### config.mk
export PLATFORM = sky130hd
export DESIGN_NAME = mem_arbiter
export DESIGN_NICKNAME = d
export VERILOG_FILES = /design/src/rtl/mem_arbiter.sv
export SDC_FILE = /design/constraint.sdc
export NUM_CORES = 1
export LEC_CHECK = 0
export CAP_MARGIN = 20
export CORE_AREA = 4 4 213 215
export CTS_CLUSTER_DIAMETER = 40
export CTS_CLUSTER_SIZE = 20
export DETAILED_ROUTE_END_ITERATION = 8
export DIE_AREA = 0 0 217 219
export GPL_TIMING_DRIVEN = 0
export REMOVE_ABC_BUFFERS = 1
export SKIP_LAST_GASP = 1
export SLEW_MARGIN = 10
export SYNTH_ARGS = -nofsm -noshare
export SYNTH_HDL_FRONTEND = slang
export SYNTH_SLANG_ARGS = --single-unit
### constraint.sdc
create_clock -name clk -period 4.04 [get_ports clk]
set_clock_uncertainty 0.05 [all_clocks]
set_input_delay 0.808 -clock clk [delete_from_list [all_inputs] [get_ports clk]]
set_output_delay 0.808 -clock clk [all_outputs]
set_load 0.02 [all_outputs]
### src/rtl/mem_arbiter.sv
// Shares the external memory port between icache (client 0) and dcache (client 1), locking the data channel for write bursts.
// Define MEM_ARB_DCACHE_PRIO_EN for fixed dcache-wins-ties priority; default is round-robin.
module mem_arbiter #(
    parameter int ADDR_BITS  = 28,
    parameter int DATA_BITS  = 128,
    parameter int TAG_BITS   = 5,
    parameter int DATA_BEATS = 4
) (
    input  logic                           clk,
    input  logic                           reset,
    input  logic [1:0]                     c_req_valid,
    output logic [1:0]                     c_req_ready,
    input  logic [1:0]                     c_req_rw,
    input  logic [2*ADDR_BITS-1:0]         c_req_addr,
    input  logic [2*(TAG_BITS-1)-1:0]      c_req_tag,
    input  logic [1:0]                     c_data_valid,
    output logic [1:0]                     c_data_ready,
    input  logic [2*DATA_BITS-1:0]         c_data_bits,
    input  logic [2*(DATA_BITS/8)-1:0]     c_data_mask,
    output logic [1:0]                     c_resp_valid,
    output logic                           mem_req_valid,
    input  logic                           mem_req_ready,
    output logic                           mem_req_rw,
    output logic [ADDR_BITS-1:0]           mem_req_addr,
    output logic [TAG_BITS-1:0]            mem_req_tag,
    output logic                           mem_req_data_valid,
    input  logic                           mem_req_data_ready,
    output logic [DATA_BITS-1:0]           mem_req_data_bits,
    output logic [DATA_BITS/8-1:0]         mem_req_data_mask,
    input  logic                           mem_resp_valid,
    input  logic [TAG_BITS-1:0]            mem_resp_tag
);

    localparam int MASK_BITS = DATA_BITS / 8;
    localparam int CTAG_BITS = TAG_BITS - 1;
    localparam int BEAT_W    = (DATA_BEATS > 1) ? $clog2(DATA_BEATS) : 1;
    localparam logic [BEAT_W-1:0] LAST_BEAT = BEAT_W'(DATA_BEATS - 1);

    localparam logic [0:0] ST_IDLE  = 1'b0;
    localparam logic [0:0] ST_WDATA = 1'b1;

    logic [0:0]        r_state;
    logic              r_owner;
    logic [BEAT_W-1:0] r_beat_cnt;

    logic w_winner;
    logic w_req_fire;
    logic w_beat_fire;
    logic w_unused_resp_tag;

`ifdef MEM_ARB_DCACHE_PRIO_EN
    assign w_winner = c_req_valid[1];
`else
    logic r_rr_last;

    // On a tie the client that did not win last time goes next.
    assign w_winner = (&c_req_valid) ? ~r_rr_last : c_req_valid[1];

    always_ff @(posedge clk or posedge reset) begin
        if (reset) begin
            r_rr_last <= 1'b1;
        end else if (w_req_fire) begin
            r_rr_last <= w_winner;
        end
    end
`endif

    assign mem_req_rw   = w_winner ? c_req_rw[1] : c_req_rw[0];
    assign mem_req_addr = w_winner ? c_req_addr[2*ADDR_BITS-1:ADDR_BITS]
                                   : c_req_addr[ADDR_BITS-1:0];
    assign mem_req_tag  = {w_winner, (w_winner ? c_req_tag[2*CTAG_BITS-1:CTAG_BITS]
                                               : c_req_tag[CTAG_BITS-1:0])};

    assign mem_req_data_bits = r_owner ? c_data_bits[2*DATA_BITS-1:DATA_BITS]
                                       : c_data_bits[DATA_BITS-1:0];
    assign mem_req_data_mask = r_owner ? c_data_mask[2*MASK_BITS-1:MASK_BITS]
                                       : c_data_mask[MASK_BITS-1:0];

    // NOTE: every output gets a default before the branches so no latch is inferred.
    always_comb begin
        mem_req_valid      = 1'b0;
        c_req_ready        = 2'b00;
        mem_req_data_valid = 1'b0;
        c_data_ready       = 2'b00;
        if (!reset) begin
            if (r_state == ST_IDLE) begin
                mem_req_valid         = |c_req_valid;
                c_req_ready[w_winner] = mem_req_ready & (|c_req_valid);
            end else begin
                mem_req_data_valid    = c_data_valid[r_owner];
                c_data_ready[r_owner] = mem_req_data_ready;
            end
        end
    end

    assign w_req_fire  = mem_req_valid & mem_req_ready;
    assign w_beat_fire = mem_req_data_valid & mem_req_data_ready;

    // Responses are routed by tag MSB in any state; the low tag bits fan out outside this block.
    assign c_resp_valid = (mem_resp_valid && !reset)
                        ? (mem_resp_tag[TAG_BITS-1] ? 2'b10 : 2'b01) : 2'b00;
    assign w_unused_resp_tag = ^mem_resp_tag[TAG_BITS-2:0];

    // NOTE: sequential state uses non-blocking assignments only.
    always_ff @(posedge clk or posedge reset) begin
        if (reset) begin
            r_state    <= ST_IDLE;
            r_owner    <= 1'b0;
            r_beat_cnt <= '0;
        end else if (r_state == ST_IDLE) begin
            if (w_req_fire && mem_req_rw) begin
                r_owner    <= w_winner;
                r_beat_cnt <= '0;
                r_state    <= ST_WDATA;
            end
        end else if (w_beat_fire) begin
            if (r_beat_cnt == LAST_BEAT) begin
                r_beat_cnt <= '0;
                r_state    <= ST_IDLE;
            end else begin
                r_beat_cnt <= r_beat_cnt + 1'b1;
            end
        end
    end

endmodule

==> key figures <==
Status
  – Status: finished, final reports clean

Critical path
  – Crit-path cells: clkdlybuf4s50_1 -> nand2_2 -> inv_4 -> mux2_2 -> clkdlybuf4s50_1
  – Critical Path AT: 2.75 ns
  – Worst Path Max Fanout: 37
  – Worst path bufs/invs: 3
  – CP delay by family, top: buffers and inverters
  – Most used cell, CP: clkdlybuf4s50_1
  – Setup slack, reg-to-reg: 2.39 ns
  – Worst setup SP type: primary input
  – Reg2reg path depth: 3
  – Worst r2r dst: r_beat_cnt[1]
  – Crit. End Element: output pin
  – Reg2Reg Launch Point: r_owner
  – Slowest cell on crit path: clkdlybuf4s50_1
  – CP peak stage delay: 0.58 ns
  – Setup CP Type: primary input to output pin
  – Worst EP required: 3.18 ns

Clock network
  – Max clock buf depth: 2
  – Worst-Skew Late Latency: 0.23 ns
  – H-tree depth: 1
  – Root Driver: clkbuf_16
  – Cts bufs inserted: 3
  – Clock transition at path regs: 0.03 ns
  – CTS Hold Buffers Added: 0
  – Setup bufs post-CTS: 0
  – Clock sinks: 5
  – Post-cts sizing count: 0
  – CTS tree: built

Layout
  – Post-layout nets: 1139
  – Fill cell count: 4912
  – Non-filler cells, final: 1362
  – Synth-to-Final Area Change: 250.1%
  – Share of cells above drive strength 1: 24.45%

Synthesis
  – Library cells used by synthesis: 26
  – Syn Std Cell Area: 2490 um2
  – Largest cells by area after synthesis: mux2_2 80%, dfrtp_1 4.0%, buf_4 3.6%
  – Yosys top cell by area: mux2_2
  – Ys Warns: 0
  – Post-synth top cells: 176 x mux2_2, 12 x buf_4, 9 x buf_2
  – #FFs+latches synth: 5
  – Seq/Total Area, Yosys: 5.075%
  – Syn_area_per_cell: 10.51 um2
  – Ys async rst share: 100.0%
  – Top FF cell, synth: dfrtp_1
  – Post-Synthesis Cells: 237
  – Number of synthesized flops with an enable pin: 0
  – Cell with the most instances after synthesis: mux2_2
  – Post-synth top area share: 79.60%

Placed design
  – RePlAce Congestion: 0.7302
  – Port bufs: 549
  – Hpwl dp: 17800 um
  – Pre-CTS WS: 0.4040 ns
  – Placed insts: 1357

Detailed routing
  – Wire length per cell: 14.53 um
  – Total Wirelength: 19790 um
  – DRT iter0 DRCs: 67
  – Drt drc: 0
  – Post-DR vias/cell: 3.023
  – Vias post-DR: 4118
  – Drt pass-1 iters: 4
  – Routed Antenna Nets: 0

Timing
  – Slew HR: 67.37%
  – Final min period: 3.606 ns
  – Max Freq: 277.3 MHz
  – Final hold vios: 0
  – Fin. max-slew vios: 0
  – Final setup vio count: 0
  – RSZ-0062 raised after global routing: false
  – Final worst-path cycle share: 89.25%
  – Worst Max-Slew Pin Slew: 0.4895 ns
  – Setup ws final: 0.4341 ns

Floorplanning
  – CORE AREA: 43740 um2
  – Top Ports: 554
  – Initial Utilization: 5.693%
  – Die W: 217 um
  – Die H: 219 um
  – FP Rows: 77
  – Die ar.: 47520 um2

Global routing
  – Largest net degree at the start of global routing: 68
  – Vias in the first global route: 4433
  – Overall routing resource usage: 7.082%
  – GR Overflow Total: 0
  – Global-route wire length before repair: 26090 um
  – Initial antenna violation count: 3

Flow run
  – Max-Cap Viols: 0

Power
  – Peak VDD IR: 0.1016 mV
  – Pleak: 3.016 nW
  – Power per Cell Area: 176.6 nW/um2

Min path
  – Hold depth: 1
  – Hold crit path type: register to register
  – Min-delay src: r_beat_cnt[0]
  – Hold-critical path endpoint: r_beat_cnt[0]
stage by stage:
step	hold slack (ns)	util (%)	area, um2	power (mW)	TNS [ns]
after floorplan	0.4266	-	2340	0.6290	-112.38
after global placement	0.4526	19.61	8576	1.401	-428.27
after detailed placement	0.4686	19.74	8635	1.389	0
after CTS	0.4728	19.92	8713	1.562	0
after global routing	0.5110	19.92	8713	1.625	0
final	0.4731	19.93	8716	1.539	0
sequential cells by signal, indices dropped and copies added (netlist names):
signal      flops
r_rr_last       1
r_owner         1
r_beat_cnt      2
r_state         1
cells by family (layout without fill, tap and decap cells):
logic type,Yosys count,in the layout,synth area share [%]
AOI/OAI and AO/OA,7,7,2.111
adders and majority gates,1,1,0.5024
and+or+nand+nor,20,20,4.473
DFF,5,5,5.076
muxes,179,179,81.41
buffers and inverters,25,557,6.432
other,0,1,0
placed cells by master (no fill, tap or decap), types with 2 or more instances in the layout:
cell               n
nand3_1            2
a311oi_1           2
and3_1             5
mux2_4             3
nand2_1            2
clkbuf_16          3
nor2_1             4
buf_16             2
and2_1             2
mux2_2           176
a21oi_1            2
clkdlybuf4s50_1  549
dfrtp_1            3
area by class of cell:
cell class,instances,area (um2),area share [%]
Tap cell,592,740.7,8.498
Sequential cell,5,130.1,1.493
Inverter,2,10.01,0.1148
Timing Repair Buffer,551,5550,63.68
Clock buffer,4,78.83,0.9044
Antenna cell,1,2.502,0.02871
Multi-Input combinational cell,207,2203,25.28
worst max path at each step:
stage                              start                    to  slack [ns]  cells after the start
final                     c_req_valid[1]        mem_req_tag[3]        0.43                      5
after global routing      c_req_valid[1]        mem_req_tag[3]        0.32                      5
after detailed placement  c_req_valid[1]        mem_req_tag[3]        0.40                      5
after global placement           r_owner  mem_req_data_mask[8]       -3.04                      2
after floorplan                  r_owner    mem_req_data_valid       -0.93                      2
after CTS                 c_req_valid[1]        mem_req_tag[3]        0.39                      5
where the power goes:
part / switching, mW / internal (mW)
logic: 0.492 / 0.784
registers: 0.0264 / 0.0748
clock network: 0.0310 / 0.131
total: 0.550 / 0.989
layer usage:
metal  track usage [%]  up-vias  share of wire [%]
li1                  -     1959                  -
met1             8.173     1837                 37
met2             12.62      302                 49
met3             2.949       14                 13
met4            0.8692        6               0.80
met5                 0        -               0.23
No activity file was read; power rests on OpenSTA's default activity.
